[config.mk]
export PLATFORM = sky130hd
export DESIGN_NAME = reg_dump
export DESIGN_NICKNAME = d
export VERILOG_FILES = /design/src/rtl/reg_dump.sv
export SDC_FILE = /design/constraint.sdc
export NUM_CORES = 1
export LEC_CHECK = 0
export ABC_AREA = 0
export CAP_MARGIN = 0
export CORE_UTILIZATION = 30
export DETAILED_ROUTE_END_ITERATION = 10
export GPL_TIMING_DRIVEN = 1
export PLACE_DENSITY_LB_ADDON = 0.2
export SYNTH_ARGS = -nofsm -noshare
export SYNTH_HDL_FRONTEND = slang
export SYNTH_SLANG_ARGS = --single-unit
[constraint.sdc]
create_clock -name clkin -period 3.1 [get_ports clkin]
set_input_delay 0.31 -clock clkin [delete_from_list [all_inputs] [get_ports clkin]]
set_output_delay 0.31 -clock clkin [all_outputs]
set_load 0.05 [all_outputs]
[src/rtl/reg_dump.sv]
// Register-file dump engine: walks indices FIRST_IDX..LAST_IDX and streams each word out over a valid/ready port.
// Optional feature macro REG_DUMP_CHECKSUM_EN appends one XOR-checksum beat (idx 0, last=1) to every dump.
module reg_dump #(
  parameter int FIRST_IDX = 0,
  parameter int LAST_IDX  = 31
) (
  input  logic        clkin,
  input  logic        rst_in,
  input  logic        start_in,
  output logic [4:0]  rd_idx_out,
  input  logic [31:0] rd_data_in,
  output logic [31:0] dout_data_out,
  output logic [4:0]  dout_idx_out,
  output logic        dout_last_out,
  output logic        dout_valid_out,
  input  logic        dout_ready_in,
  output logic        busy_out,
  output logic        done_out
);

  localparam logic [4:0] C_FIRST = 5'(FIRST_IDX);
  localparam logic [4:0] C_LAST  = 5'(LAST_IDX);

`ifdef REG_DUMP_CHECKSUM_EN
  typedef enum logic [1:0] {S_IDLE = 2'd0, S_READ = 2'd1, S_SEND = 2'd2, S_CSUM = 2'd3} state_t;
  logic [31:0] r_acc;
`else
  typedef enum logic [1:0] {S_IDLE = 2'd0, S_READ = 2'd1, S_SEND = 2'd2} state_t;
`endif

  state_t      r_state;
  logic [4:0]  r_cnt;
  logic [31:0] r_data;
  logic [4:0]  r_idx;
  logic        r_last;
  logic        r_valid;
  logic        r_busy;
  logic        r_done;
  logic        w_accept;

  assign w_accept       = r_valid & dout_ready_in;
  assign rd_idx_out     = r_cnt;
  assign dout_data_out  = r_data;
  assign dout_idx_out   = r_idx;
  assign dout_last_out  = r_last;
  assign dout_valid_out = r_valid;
  assign busy_out       = r_busy;
  assign done_out       = r_done;

  // Dump sequencer: every output is a register, so beats stay frozen while the sink stalls.
  always_ff @(posedge clkin) begin
    if (rst_in) begin
      r_state <= S_IDLE;
      r_cnt   <= C_FIRST;
      r_data  <= 32'd0;
      r_idx   <= 5'd0;
      r_last  <= 1'b0;
      r_valid <= 1'b0;
      r_busy  <= 1'b0;
      r_done  <= 1'b0;
`ifdef REG_DUMP_CHECKSUM_EN
      r_acc   <= 32'd0;
`endif
    end else begin
      r_done <= 1'b0;
      case (r_state)
        S_IDLE: begin
          if (start_in) begin
            r_cnt   <= C_FIRST;
            r_busy  <= 1'b1;
            r_state <= S_READ;
`ifdef REG_DUMP_CHECKSUM_EN
            r_acc   <= 32'd0;
`endif
          end
        end
        S_READ: begin
          r_data  <= rd_data_in;
          r_idx   <= r_cnt;
          r_valid <= 1'b1;
`ifdef REG_DUMP_CHECKSUM_EN
          r_last  <= 1'b0;
          r_acc   <= r_acc ^ rd_data_in;
`else
          r_last  <= (r_cnt == C_LAST);
`endif
          r_state <= S_SEND;
        end
        S_SEND: begin
          if (w_accept) begin
            if (r_cnt < C_LAST) begin
              r_cnt   <= r_cnt + 5'd1;
              r_valid <= 1'b0;
              r_last  <= 1'b0;
              r_state <= S_READ;
            end else begin
`ifdef REG_DUMP_CHECKSUM_EN
              // Accumulator already holds the final word; valid stays high for the checksum beat.
              r_data  <= r_acc;
              r_idx   <= 5'd0;
              r_last  <= 1'b1;
              r_state <= S_CSUM;
`else
              r_valid <= 1'b0;
              r_last  <= 1'b0;
              r_busy  <= 1'b0;
              r_done  <= 1'b1;
              r_state <= S_IDLE;
`endif
            end
          end
        end
`ifdef REG_DUMP_CHECKSUM_EN
        S_CSUM: begin
          if (w_accept) begin
            r_valid <= 1'b0;
            r_last  <= 1'b0;
            r_busy  <= 1'b0;
            r_done  <= 1'b1;
            r_state <= S_IDLE;
          end
        end
`endif
        default: begin
          r_valid <= 1'b0;
          r_last  <= 1'b0;
          r_busy  <= 1'b0;
          r_state <= S_IDLE;
        end
      endcase
    end
  end

endmodule

# Word level (Yosys, flattened, before mapping)
# Cells that the tools add are included.
# word_totals
reg_bits	48
output_inout_bits	46
inputBits	36
elab_cells	45
# op_classes
n_bitwise	5
n_reduce_logical	7
n_eq_ne	7
magnitude_cmp	1
add_sub_neg	1
n_mux	16
# op_table
operator	n
$mux 5	3
$pmux 5 s2	1
$pmux 1 s3	3
$ne 2x2->1 const B	4
$reduce_and 4->1	2
$mux 1	6
$pmux 2 s3	1
$add 5x1->5 const B	1
$eq 5x5->1 const B	1
$lt 5x5->1 const B	1
$mux 2	2
$not 1->1	4
$reduce_and 2->1	2
$reduce_or 3->1	1
$eq 2x1->1 const B	1
$eq 2x2->1 const B	1
$logic_not 2->1	1
$reduce_bool 2->1	1
$and 1x1->1	1

# Longest topological paths before layout
# depth
depth_word	4
depth_mapped	7
mapped_depth_nobuf	5

# Worst setup path after synthesis
# Ideal clock, no wire load.
# synth_timing
path_kind	reg2reg
startpoint	register r_cnt[1] (netlist: rd_idx_out[1])
endpoint	register r_cnt[1] (netlist: rd_idx_out[1])
period_less_slack_ps	1683
required_time_ps	2968
slack_ps	1417
stages_incl_launch_ff	6
setup_ps	132
path_buffers	0
t_arrival_ps	1551
cell_sequence	dfxtp_1 -> ha_1 -> nor2b_1 -> mux2_2 -> o21ai_0 -> a21oi_1
# synth_via
elab_chain_len	4
word_cells_on_any_way	7
classes_between	add/sub: 1; order compare: 1; eq/ne: 1; mux: 3; reduce/logical: 1
# synth_rtl
element	line	text
start: declaration	32	logic [4:0] r_cnt;
start signal: assignment	92	r_cnt <= r_cnt + 5'd1;
$add 5x1->5	92	
$mux 5	91	if (r_cnt < C_LAST) begin
$mux 5	90	if (w_accept) begin
$pmux 5 s2	66	case (r_state)
# Several ways; a longest one is shown, not always the timed one. The select of a mux whose other input is x is not followed.
# A chain may end at the register's enable or synchronous reset.

# Worst setup path in the final report
# layout_timing
startpoint	register r_state[0]
endpoint	register r_data[2] (netlist: dout_data_out[2])
# layout_via
elab_chain_len	1
# layout_rtl
element	line	text
start: declaration	31	state_t r_state;
start signal: assignment	53	r_state <= S_IDLE;
start signal: assignment	71	r_state <= S_READ;
start signal: assignment	87	r_state <= S_SEND;
$eq 2x1->1	66	
end signal: assignment	78	r_data <= rd_data_in;
end: declaration	33	logic [31:0] r_data;
# Every way passes these cells.

==> out/results.tsv <==
metric	value	unit
total of flip-flops plus latches after synthesis	48	
Die Height	80.96	um
CP endpoint kind	register	
LEAKAGE	0.9684	nW
Yosys warning total	0	
fin nets	338	
number of antenna violations at the first check in global routing	0	
sequential area share after synthesis	0.5137	
vias in the first global route	1565	
routability-driven placement congestion ratio	0.7673	
Worst Max-Slew Pin Slew	0.9012	ns
register clock-pin slew on the reported worst setup and hold paths	0.08	ns
remaining antenna violation count	0	
worst-case clock buffer depth	2	
max-slew violation count	0	
required time of the critical path	3.31	ns
run status	completed	
post-layout minimum cycle time	1.941	ns
power share of the clock group	0.288	
post-CTS setup buffer count	0	
part of the cycle the worst path needs	0.6261	
Synth Instances	225	
CTS root buf	clkbuf_8	
class of the most critical setup path	reg -> reg	
crit path max fanout	22	
share of post-route cells with drive strength above 1	0.05648	
peak supply drop	0.1740	mV
most repeated cell in the gate-level netlist after synthesis	nand2_1	
number of max-cap violations	0	
pin count of the biggest net entering global routing	49	
area of the core	5956	um2
arrival time at the worst endpoint	2.15	ns
sum of negative setup slack	0	ns
die outline area	6555	um2
GRT Residual Overflow	0	
share of flip-flops with an asynchronous set or reset	0	
number of search-and-repair iterations in the first detailed-routing pass	4	
number of rows in the core area	28	
Layout Area Growth over Synthesis	48.63	%
cells taking the most area after synthesis	dfxtp_1 (51%), nand2_1 (16%), a21oi_1 (11%)	
Cell Area, Synth	1871	um2
hold-fix buffer count after cts	0	
share of total power in sequential cells	0.506	
switching power	0.3793	mW
number of violations reported at the end of detailed-routing iteration 0	50	
pre-CTS worst setup slack	1.141	ns
setup violation total in the final timing report	0	
synth cell count leaders	nand2_1 (79), dfxtp_1 (48), a21oi_1 (42)	
Layout Skew	0.004713	ns
count of vias placed by the detailed router	1717	
Avg Synthesized Cell Area	8.314	um2
Post-Syn Nets	263	
area after detailed placement	2690	um2
average via count per standard cell	4.566	
port bufs	81	
initial core utilization	0.3141	
number of synthesized flops with an enable pin	0	
Primary FF master, synth	dfxtp_1	
portion of synthesized cell area occupied by the leading cell type	0.5137	
startpoint of the tightest hold check path	dout_data_out[26]$_SDFFE_PP0P_	
final wirelength	4528	um
combinational share of power	0.206	
slack of the critical path	1.159	ns
overall global routing resource usage	0.1409	
launch point of the worst reg-to-reg path	r_state[0]$_SDFFE_PP0P_	
first-pass GRT wire length	7107	um
count of instances resized after the clock tree is built	0	
count of distinct cell types in the synthesized netlist	36	
unrepaired setup endpoints after global routing	no	
start point of the critical path	r_state[0]$_SDFFE_PP0P_	
cts bufs inserted	5	
cell accounting for the most synthesized area	dfxtp_1	
H-tree levels	2	
CTS tree	yes	
maximum operating frequency	515.3	MHz
worst-skew pair later-pin latency	0.29	ns
P_int	0.9328	mW
Die X-Extent	80.96	um
DR WL/cell	12.04	um
type of the most critical hold path	reg -> reg	
ant diodes	0	
clock sink count	48	
power density cells	471.9	nW/um2
switching fraction of total power	0.2890	
max-slew headroom at the worst pin	0.3992	
count of final hold-check violations	0	
I/O Pins	82	
Layout Cell Area excl Fill	2780	um2
DRC	0	
half-perimeter wire length after placement	3114	um
crit start category	register	
cell type report:
cell class	instances	area (um2)
clock buffers	8	90.09
inverters	2	7.507
flip-flops and latches	48	960.9
well taps	75	93.84
repair buffers	83	820.8
multi-input cells	160	807.0
fillers	607	3176
sequential cells by signal (all words and copies together) (netlist names):
register,cells
dout_valid_out,1
dout_data_out,32
dout_last_out,1
rd_idx_out,5
r_state,2
dout_idx_out,5
busy_out,1
done_out,1
layer usage:
layer | GRT usage | part of all wire | vias to the layer above
met1 | 0.1703 | 0.45 | 767
met4 | 0.04821 | 0.0093 | 0
li1 | - | - | 888
met3 | 0.03708 | 0.076 | 5
met5 | 0 | 0 | -
met2 | 0.2403 | 0.46 | 57
power by group through the flow:
stage / logic (mW) / registers, mW / clock network (mW)
CTS: 0.274 / 0.664 / 0.397
global route: 0.291 / 0.668 / 0.417
global placement: 0.273 / 0.678 / 0
finish: 0.270 / 0.664 / 0.378
detailed placement: 0.273 / 0.679 / 0
floorplan: 0.0855 / 0.761 / 0
worst max-delay path, stage by stage (launching register included):
cell	delay, ns
dfxtp_1	0.55
inv_2	0.13
nor2_2	0.57
buf_4	0.38
nand2_1	0.09
a21oi_1	0.15
stage by stage:
stage                     std cells  hold slack [ns]  power, mW  utilization
final                           376           0.4549      1.312       0.4668
after global routing            376           0.4756      1.375       0.4668
after CTS                       376           0.4574      1.335       0.4668
after detailed placement        368           0.4454     0.9517       0.4517
after global placement          368           0.4410     0.9511       0.4517
after floorplan                 225           0.4460     0.8469            -
logic make-up after synthesis:
kind of cell | Yosys count | synth area share
AND/OR/NAND/NOR | 102 | 0.2468
AO/OA/AOI/OAI | 55 | 0.1652
flip-flops | 48 | 0.5137
buffers and inverters | 17 | 0.05485
adder cells (fa/ha/maj) | 2 | 0.01338
multiplexers | 1 | 0.006020
path summary, 6_finish.rpt:
check	end	slack [ns]	cells past startpoint
max	dout_data_out[2]$_SDFFE_PP0P_	1.16	5
min	dout_data_out[26]$_SDFFE_PP0P_	0.45	2
max reg2reg	dout_data_out[2]$_SDFFE_PP0P_	1.16	5
min reg2reg	dout_data_out[26]$_SDFFE_PP0P_	0.45	2
layout by cell type, fill, tap and decap left out, types with 2 or more instances in the layout:
master | netlist | layout
nand2b_1 | 3 | 3
nor2b_1 | 2 | 2
o21ai_0 | 5 | 5
dfxtp_1 | 48 | 48
nand2_1 | 79 | 79
clkbuf_8 | 0 | 6
nor2_1 | 5 | 5
ha_1 | 2 | 2
clkdlybuf4s50_1 | 0 | 80
buf_4 | 3 | 2
or2b_1 | 2 | 2
clkbuf_1 | 2 | 2
a21oi_1 | 42 | 42
Note: power is estimated with default switching activity, not from simulation.
